$ cat src/rtl/load_store_unit.sv
// Memory-stage load/store unit: splits RV32I accesses into byte/word beats for data_mem.
// Latency 1 (error), N+1 (store) or N+2 (load) cycles; req_ready only in IDLE, one request in flight.
module load_store_unit #(
    parameter int ALLOW_MISALIGNED = 1
) (
    input  logic        clk,
    input  logic        rst_n,
    input  logic        req_valid,
    output logic        req_ready,
    input  logic        req_we,
    input  logic [2:0]  req_funct3,
    input  logic [31:0] req_addr,
    input  logic [31:0] req_wdata,
    output logic        resp_valid,
    output logic        resp_err,
    output logic [31:0] resp_rdata,
    output logic        mem_size,
    output logic        mem_read,
    output logic        mem_write,
    output logic [31:0] mem_addr,
    output logic [31:0] mem_wdata,
    input  logic [31:0] mem_rdata
);

    localparam logic [1:0] S_IDLE   = 2'd0;
    localparam logic [1:0] S_ACCESS = 2'd1;
    localparam logic [1:0] S_WAIT   = 2'd2;
    localparam logic [1:0] S_RESP   = 2'd3;

    logic [1:0]  r_state;
    logic        r_we;
    logic [2:0]  r_f3;
    logic [31:0] r_addr;
    logic [31:0] r_wdata;
    logic [1:0]  r_beat;
    logic [1:0]  r_last;
    logic        r_word;
    logic        r_err;
    logic [31:0] r_asm;
    logic [31:0] r_rdata;

    logic        w_inval;
    logic        w_mis;
    logic        w_err;
    logic        w_word;
    logic [1:0]  w_last;
    logic        w_access;
    logic [31:0] w_asm;
    logic [31:0] w_ext;

    always_comb begin
        w_inval = (req_funct3 == 3'b011) || (req_funct3[2:1] == 2'b11) || (req_we && req_funct3[2]);
        w_mis   = ((req_funct3[1:0] == 2'b01) && req_addr[0]) ||
                  ((req_funct3[1:0] == 2'b10) && (req_addr[1:0] != 2'b00));
        w_err   = w_inval || ((ALLOW_MISALIGNED == 0) && w_mis);
        w_word  = (req_funct3[1:0] == 2'b10) && (req_addr[1:0] == 2'b00);
        case (req_funct3[1:0])
            2'b01:   w_last = 2'd1;
            2'b10:   w_last = w_word ? 2'd0 : 2'd3;
            default: w_last = 2'd0;
        endcase
    end

    // The last read beat's data arrives while in WAIT, so merge it here rather than registering first.
    always_comb begin
        w_asm = r_asm;
        if (r_word)
            w_asm = mem_rdata;
        else
            w_asm[{r_last, 3'b000} +: 8] = mem_rdata[7:0];
        case (r_f3)
            3'b000:  w_ext = {{24{w_asm[7]}}, w_asm[7:0]};
            3'b001:  w_ext = {{16{w_asm[15]}}, w_asm[15:0]};
            3'b100:  w_ext = {24'b0, w_asm[7:0]};
            3'b101:  w_ext = {16'b0, w_asm[15:0]};
            default: w_ext = w_asm;
        endcase
    end

    always_ff @(posedge clk or negedge rst_n) begin
        if (!rst_n) begin
            r_state <= S_IDLE;
            r_we    <= 1'b0;
            r_f3    <= 3'b0;
            r_addr  <= 32'b0;
            r_wdata <= 32'b0;
            r_beat  <= 2'd0;
            r_last  <= 2'd0;
            r_word  <= 1'b0;
            r_err   <= 1'b0;
            r_asm   <= 32'b0;
            r_rdata <= 32'b0;
        end else begin
            case (r_state)
                S_IDLE: begin
                    if (req_valid) begin
                        r_we    <= req_we;
                        r_f3    <= req_funct3;
                        r_addr  <= req_addr;
                        r_wdata <= req_wdata;
                        r_beat  <= 2'd0;
                        r_last  <= w_last;
                        r_word  <= w_word;
                        r_asm   <= 32'b0;
                        r_err   <= w_err;
                        if (w_err) begin
                            r_rdata <= 32'b0;
                            r_state <= S_RESP;
                        end else begin
                            r_state <= S_ACCESS;
                        end
                    end
                end
                S_ACCESS: begin
                    if (!r_we && (r_beat != 2'd0))
                        r_asm[{r_beat - 2'd1, 3'b000} +: 8] <= mem_rdata[7:0];
                    if (r_beat == r_last) begin
                        if (r_we) begin
                            r_rdata <= 32'b0;
                            r_state <= S_RESP;
                        end else begin
                            r_state <= S_WAIT;
                        end
                    end else begin
                        r_beat <= r_beat + 2'd1;
                    end
                end
                S_WAIT: begin
                    r_rdata <= w_ext;
                    r_state <= S_RESP;
                end
                default: begin
                    r_beat  <= 2'd0;
                    r_state <= S_IDLE;
                end
            endcase
        end
    end

    assign w_access   = (r_state == S_ACCESS);
    assign req_ready  = (r_state == S_IDLE);
    assign resp_valid = (r_state == S_RESP);
    assign resp_err   = (r_state == S_RESP) && r_err;
    assign resp_rdata = r_rdata;
    assign mem_read   = w_access && !r_we;
    assign mem_write  = w_access && r_we;
    assign mem_size   = w_access && r_word;
    assign mem_addr   = !w_access ? 32'b0 : (r_word ? r_addr : r_addr + {30'b0, r_beat});
    assign mem_wdata  = !w_access ? 32'b0 :
                        (r_word ? r_wdata : {24'b0, r_wdata[{r_beat, 3'b000} +: 8]});

endmodule

$ cat config.mk
export PLATFORM = sky130hd
export DESIGN_NAME = load_store_unit
export DESIGN_NICKNAME = d
export VERILOG_FILES = /design/src/rtl/load_store_unit.sv
export SDC_FILE = /design/constraint.sdc
export NUM_CORES = 1
export LEC_CHECK = 0
export BUFFER_PORTS_ARGS = -buffer_cell sky130_fd_sc_hd__buf_2
export CAP_MARGIN = 20
export CORE_ASPECT_RATIO = 1.1
export CORE_MARGIN = 10
export CORE_UTILIZATION = 58
export DETAILED_ROUTE_END_ITERATION = 7
export PLACE_DENSITY = 0.87
export SLEW_MARGIN = 20
export SYNTH_ARGS = -nofsm -noshare
export SYNTH_HDL_FRONTEND = slang
export SYNTH_SLANG_ARGS = --single-unit
export TNS_END_PERCENT = 1
$ cat constraint.sdc
create_clock -name clk -period 4.4 [get_ports clk]
set_clock_uncertainty 0.2 [all_clocks]
set_input_delay 0.88 -clock clk [delete_from_list [all_inputs] [get_ports clk]]
set_output_delay 0.88 -clock clk [all_outputs]
set_load 0.05 [all_outputs]
## Word-level counts from Yosys, hierarchy flattened

Index checks and enable logic that the tools add are counted.

- Shifts and indexed selects: 5
- $add $sub $neg: 5
- Multiply operators: 0
- Equality and inequality tests: 17
- Magnitude comparators: 0
- Div/mod/pow operators: 0
- Multiplexer cells: 26
- Bitwise gates (word level): 1
- Reductions and logical operators: 21

Operators with widths:

| cell | number |
|---|---|
| $mux W32 | 11 |
| $pmux W32 S4 | 1 |
| $pmux W32 S3 | 1 |
| $bwmux W32 | 2 |
| $pmux W32 S2 | 1 |
| $shift A8 B7 Y32 const A | 2 |
| $shiftx A8 B7 Y32 | 2 |
| $add A32 B2 Y32 | 1 |
| $shiftx A32 B6 Y8 | 1 |
| $neg A5 Y7 | 2 |
| $mux W2 | 6 |
| $pmux W2 S3 | 2 |
| $eq A2 B2 Y1 const B | 4 |
| $logic_and A1 B1 Y1 | 7 |
| $eq A3 B3 Y1 const B | 2 |
| $ne A2 B1 Y1 const B | 3 |
| $ne A2 B2 Y1 const B | 3 |
| $reduce_and A3 Y1 | 2 |
| $reduce_and A5 Y1 | 1 |
| $eq A2 B1 Y1 const B | 2 |
| $logic_not A2 Y1 | 2 |
| $pmux W2 S2 | 1 |
| $reduce_and A2 Y1 | 2 |
| $reduce_bool A2 Y1 | 2 |
| other kinds (11) | 12 |

- Memory bits (read-only): 0
- RAM bits: 0
- Bits in latches: 0
- Output and inout bits: 102
- Memories kept: 0
- Bits of input ports: 103
- Logic and storage cells: 86
- Bits in registers: 140

## Longest topological paths before layout

- Depth after elaboration: 6
- Gate-level depth with buffers: 8
- Depth with buffers taken out: 7

## Worst setup path after synthesis

OpenSTA, ideal clock, no wires.

- Kind: register to output
- Start: register r_addr[3]
- End: output mem_addr[27]
- Data required time: 3.320 ns
- Buffers on the path: 3
- Setup slack: 0.348 ns
- Cell stages (with the launch flop): 7
- Arrival: 2.972 ns
- Cell sequence: dfrtp_1 -> and4_1 -> buf_2 -> nand4_1 -> clkbuf_1 -> clkbuf_1 -> o41ai_1

- Cells in the longest elaborated chain, start to end: 3

RTL lines:

| item | line | source |
|---|---|---|
| from (decl) | 33 | `logic [31:0] r_addr;` |
| from (signal assigned) | 99 | `r_addr <= req_addr;` |
| $add A32 B2 Y32 | 148 | `assign mem_addr = !w_access ? 32'b0 : (r_word ? r_addr : r_addr + {30'b0, r_beat});` |
| $mux W32 (2 in a row) | 148 |  |
| to (decl) | 20 | `output logic [31:0] mem_addr,` |

No other way between the ends.

## Worst setup path in the final report

- Start: register r_addr[0]
- End: output mem_addr[30]

The elaborated chain is that of the path after synthesis.

==> impl_results.md <==
* Effective utilization at floorplan at 59.2%
* DR iter-0 viols at 698
* Layout area overhead at 21.8%
* # IOs at ~200
* Proportion of synthesized chip area in sequential cells at 45.0%
* Worst-case clock buffer depth at 2
* Port Buffers at 204
* Clk Latency, worst-skew pair at 0.43 ns
* Post-CTS Resized at 0
* Worst EP required at around 3.3 ns
* Predominant post-synthesis flop cell: dfrtp_1
* Worst path cell trace: ha_1 > inv_1 > fa_1 > nor3b_1 > buf_4 > nand4_1 > or4_1 > a21oi_1 > buf_2
* Lkg Pwr at between 4 and 5 nW
* Number of distinct library cells after synthesis at 61
* Setup Viol. Count Final at 0
* Area leader, netlist: dfrtp_1
* Mapped Nets at 868
* Layout cells sized above 1 at approximately 36%
* Largest net degree at the start of global routing at 87
* Top delay family on crit path: simple AND/OR/NAND/NOR gates
* CP endpoint kind: output pin
* WL/cell at slightly above 20 microns
* Final nets at 1048
* Initial antenna violation count at 1
* RSZ-0062 raised after global routing: false
* CTS tree: done
* Num CTS Buffers at 17
* Die Ht at 142 microns
* Yosys warning count at 0
* Post-layout min period at 4.15 ns
* Setup tns final at 0 ns
* Slew Limit Fails at 0
* Core Box Area at 13200 sq um
* Main area contributors after synthesis: dfrtp_1 (45%), mux2_2 (11%), a22o_1 (3.8%)
* Startpoint Class: flop
* Share of the synthesized area in the top cell type at 45.0%
* Die span in x at roughly 130 microns
* Bufs and invs on worst path at 3
* Mapped cell area at 7790 sq um
* Total die area at between 15000 and 20000 sq um
* All-Layer GR Usage at 24.9%
* Overflow after GRT at 0
* Wire length on met1 at 8.89 mm
* Number of synthesized flops with an enable pin at 0
* Slew margin rel. at 34.8%
* Top cell types by occurrence after synthesis: dfrtp_1 (140), mux2_2 (74), nand2_1 (54)
* CTS root buf: clkbuf_16
* Syn Inst Count at ~750
* Clock Sinks at 140
* Max frequency at ~240 MHz
* Detailed-route DRC error count at 0
* Worst-Margin Slew at 0.970 ns
* GPL Wtd Cong at roughly 0.88
* Synth Area per Inst at between 10 and 15 sq um
* Hold Path Class: flop to flop
* Post-DRT Antenna Nets at 0
* FP Rows at 44
* Outcome: finished clean
* Total power at 7.15 mW
* Top layer in use: met4
* DR vias at 6959
* Async set-reset flop share out of synthesis at between 90% and 100%
* Post-Route WL at 22.8 mm
* Tcrit/Tclk final at 94.4%
* Hold Buf Count CTS at 0
* Htree depth at 4
* HPWL after DPL at about 16 mm
* Number of global-route vias before repair at 7175
* CP Class: flop to output pin
* Crit path largest cell delay at 0.55 ns
* Postcts setup bufs at 0
* Max-Cap Viols at 0
* Via/cell ratio at 6.31
* Critical Path Slowest Stage Cell: or4_1
* Seq cells post-synth at 140
* Power per Cell Area at 754 nW/um^2
* WL met3 at 2.27 mm
* Fin. Hold Viols at 0
* First-pass GRT wire length at between 30 and 40 mm
* Met2 WL at 11.2 mm
* Crit-path max FO at 11
* Max IR drop VDD at 0.000512 V
* Dominant cell by count in the synthesized netlist: dfrtp_1
* Drt pass-1 iters at 7
* Arr. time, crit path at 3.07 ns
* Clock transition at the registers of the reported paths at ~0.060 ns
worst reg2reg max path, cell delays in order, from the launching register on:
cell,delay (ns)
dfrtp_1,0.39
inv_1,0.08
ha_1,0.37
buf_4,0.33
nor2b_4,0.17
or4_4,0.68
or3_1,0.73
o31ai_1,0.38
flip-flops by register name, summed over array words and instances, names as in the netlist:
signal      count
r_addr         32
r_asm          32
r_beat          2
r_err           1
r_f3            3
r_last          2
r_state         2
r_wdata        32
r_we            1
r_word          1
resp_rdata     32
routing by layer:
layer,vias up,GRT usage [%]
met1,3372,30.3
met4,0,8.96
met3,46,7.94
met5,-,0
met2,368,40.6
li1,3173,-
worst paths after layout:
check / startpoint / end / slack [ns] / cells past startpoint
min in group asynchronous: rst_n / resp_rdata[19] / 0.33 / 1
max in group asynchronous: rst_n / r_addr[29] / 2.90 / 2
hold / removal: r_err / r_err / 0.28 / 2
setup reg to reg: r_state[1] / resp_rdata[25] / 0.95 / 7
hold reg to reg: r_err / r_err / 0.28 / 2
setup / recovery: r_addr[0] / mem_addr[30] / 0.25 / 9
metrics by stage:
step | setup WS, ns | hold WS (ns) | area (sq um) | utilization [%] | instances
2_1_floorplan | 0.348 | 0.242 | 7790 | - | 747
3_3_place_gp | 0.761 | 0.262 | 8890 | 67.5 | 1068
3_5_place_dp | 0.705 | 0.273 | 8890 | 67.5 | 1068
4_1_cts | 0.241 | 0.286 | 9480 | 72.0 | 1100
5_1_grt | 0.00721 | 0.314 | 9490 | 72.1 | 1102
6_report | 0.246 | 0.276 | 9490 | 72.1 | 1102
cell type report:
class	instances	area, sq um
Sequential cell	140	3500
Fill cell	958	3670
Clock buffer	21	470
Timing Repair Buffer	216	1130
Multi-Input combinational cell	529	3970
Clock inverter	11	118
Inverter	23	86.3
Tap cell	161	201
Antenna cell	1	2.50
cells by family (layout without fill, tap and decap cells):
family,after synthesis,after routing,share of synthesized area (%)
compound gates,214,214,19.0
xor+xnor,11,11,1.24
fa+ha+maj,18,18,2.99
buf+inv,78,271,4.13
flops,140,140,45.0
mux,85,85,12.6
other cells,0,1,0
simple gates,201,201,15.1
power breakdown:
group	internal, mW	leakage, nW	total [mW]	switching (mW)
Combinational	1.16	2.53	3.54	2.38
Sequential	1.75	1.79	2.20	0.450
Clock	0.875	0.289	1.42	0.542
Total	3.78	4.61	7.15	3.37
cell usage in the layout (no fill, tap or decap), drive strengths merged, types with 21 or more instances in the layout:
| cell type | instances |
|---|---|
| o21ai | 46 |
| nand2 | 54 |
| dfrtp | 140 |
| o31ai | 39 |
| and3 | 28 |
| buf | 216 |
| mux2 | 82 |
| clkbuf | 21 |
| inv | 22 |
| a21oi | 41 |
| a22o | 34 |
Power figures use the tool's default switching activity.
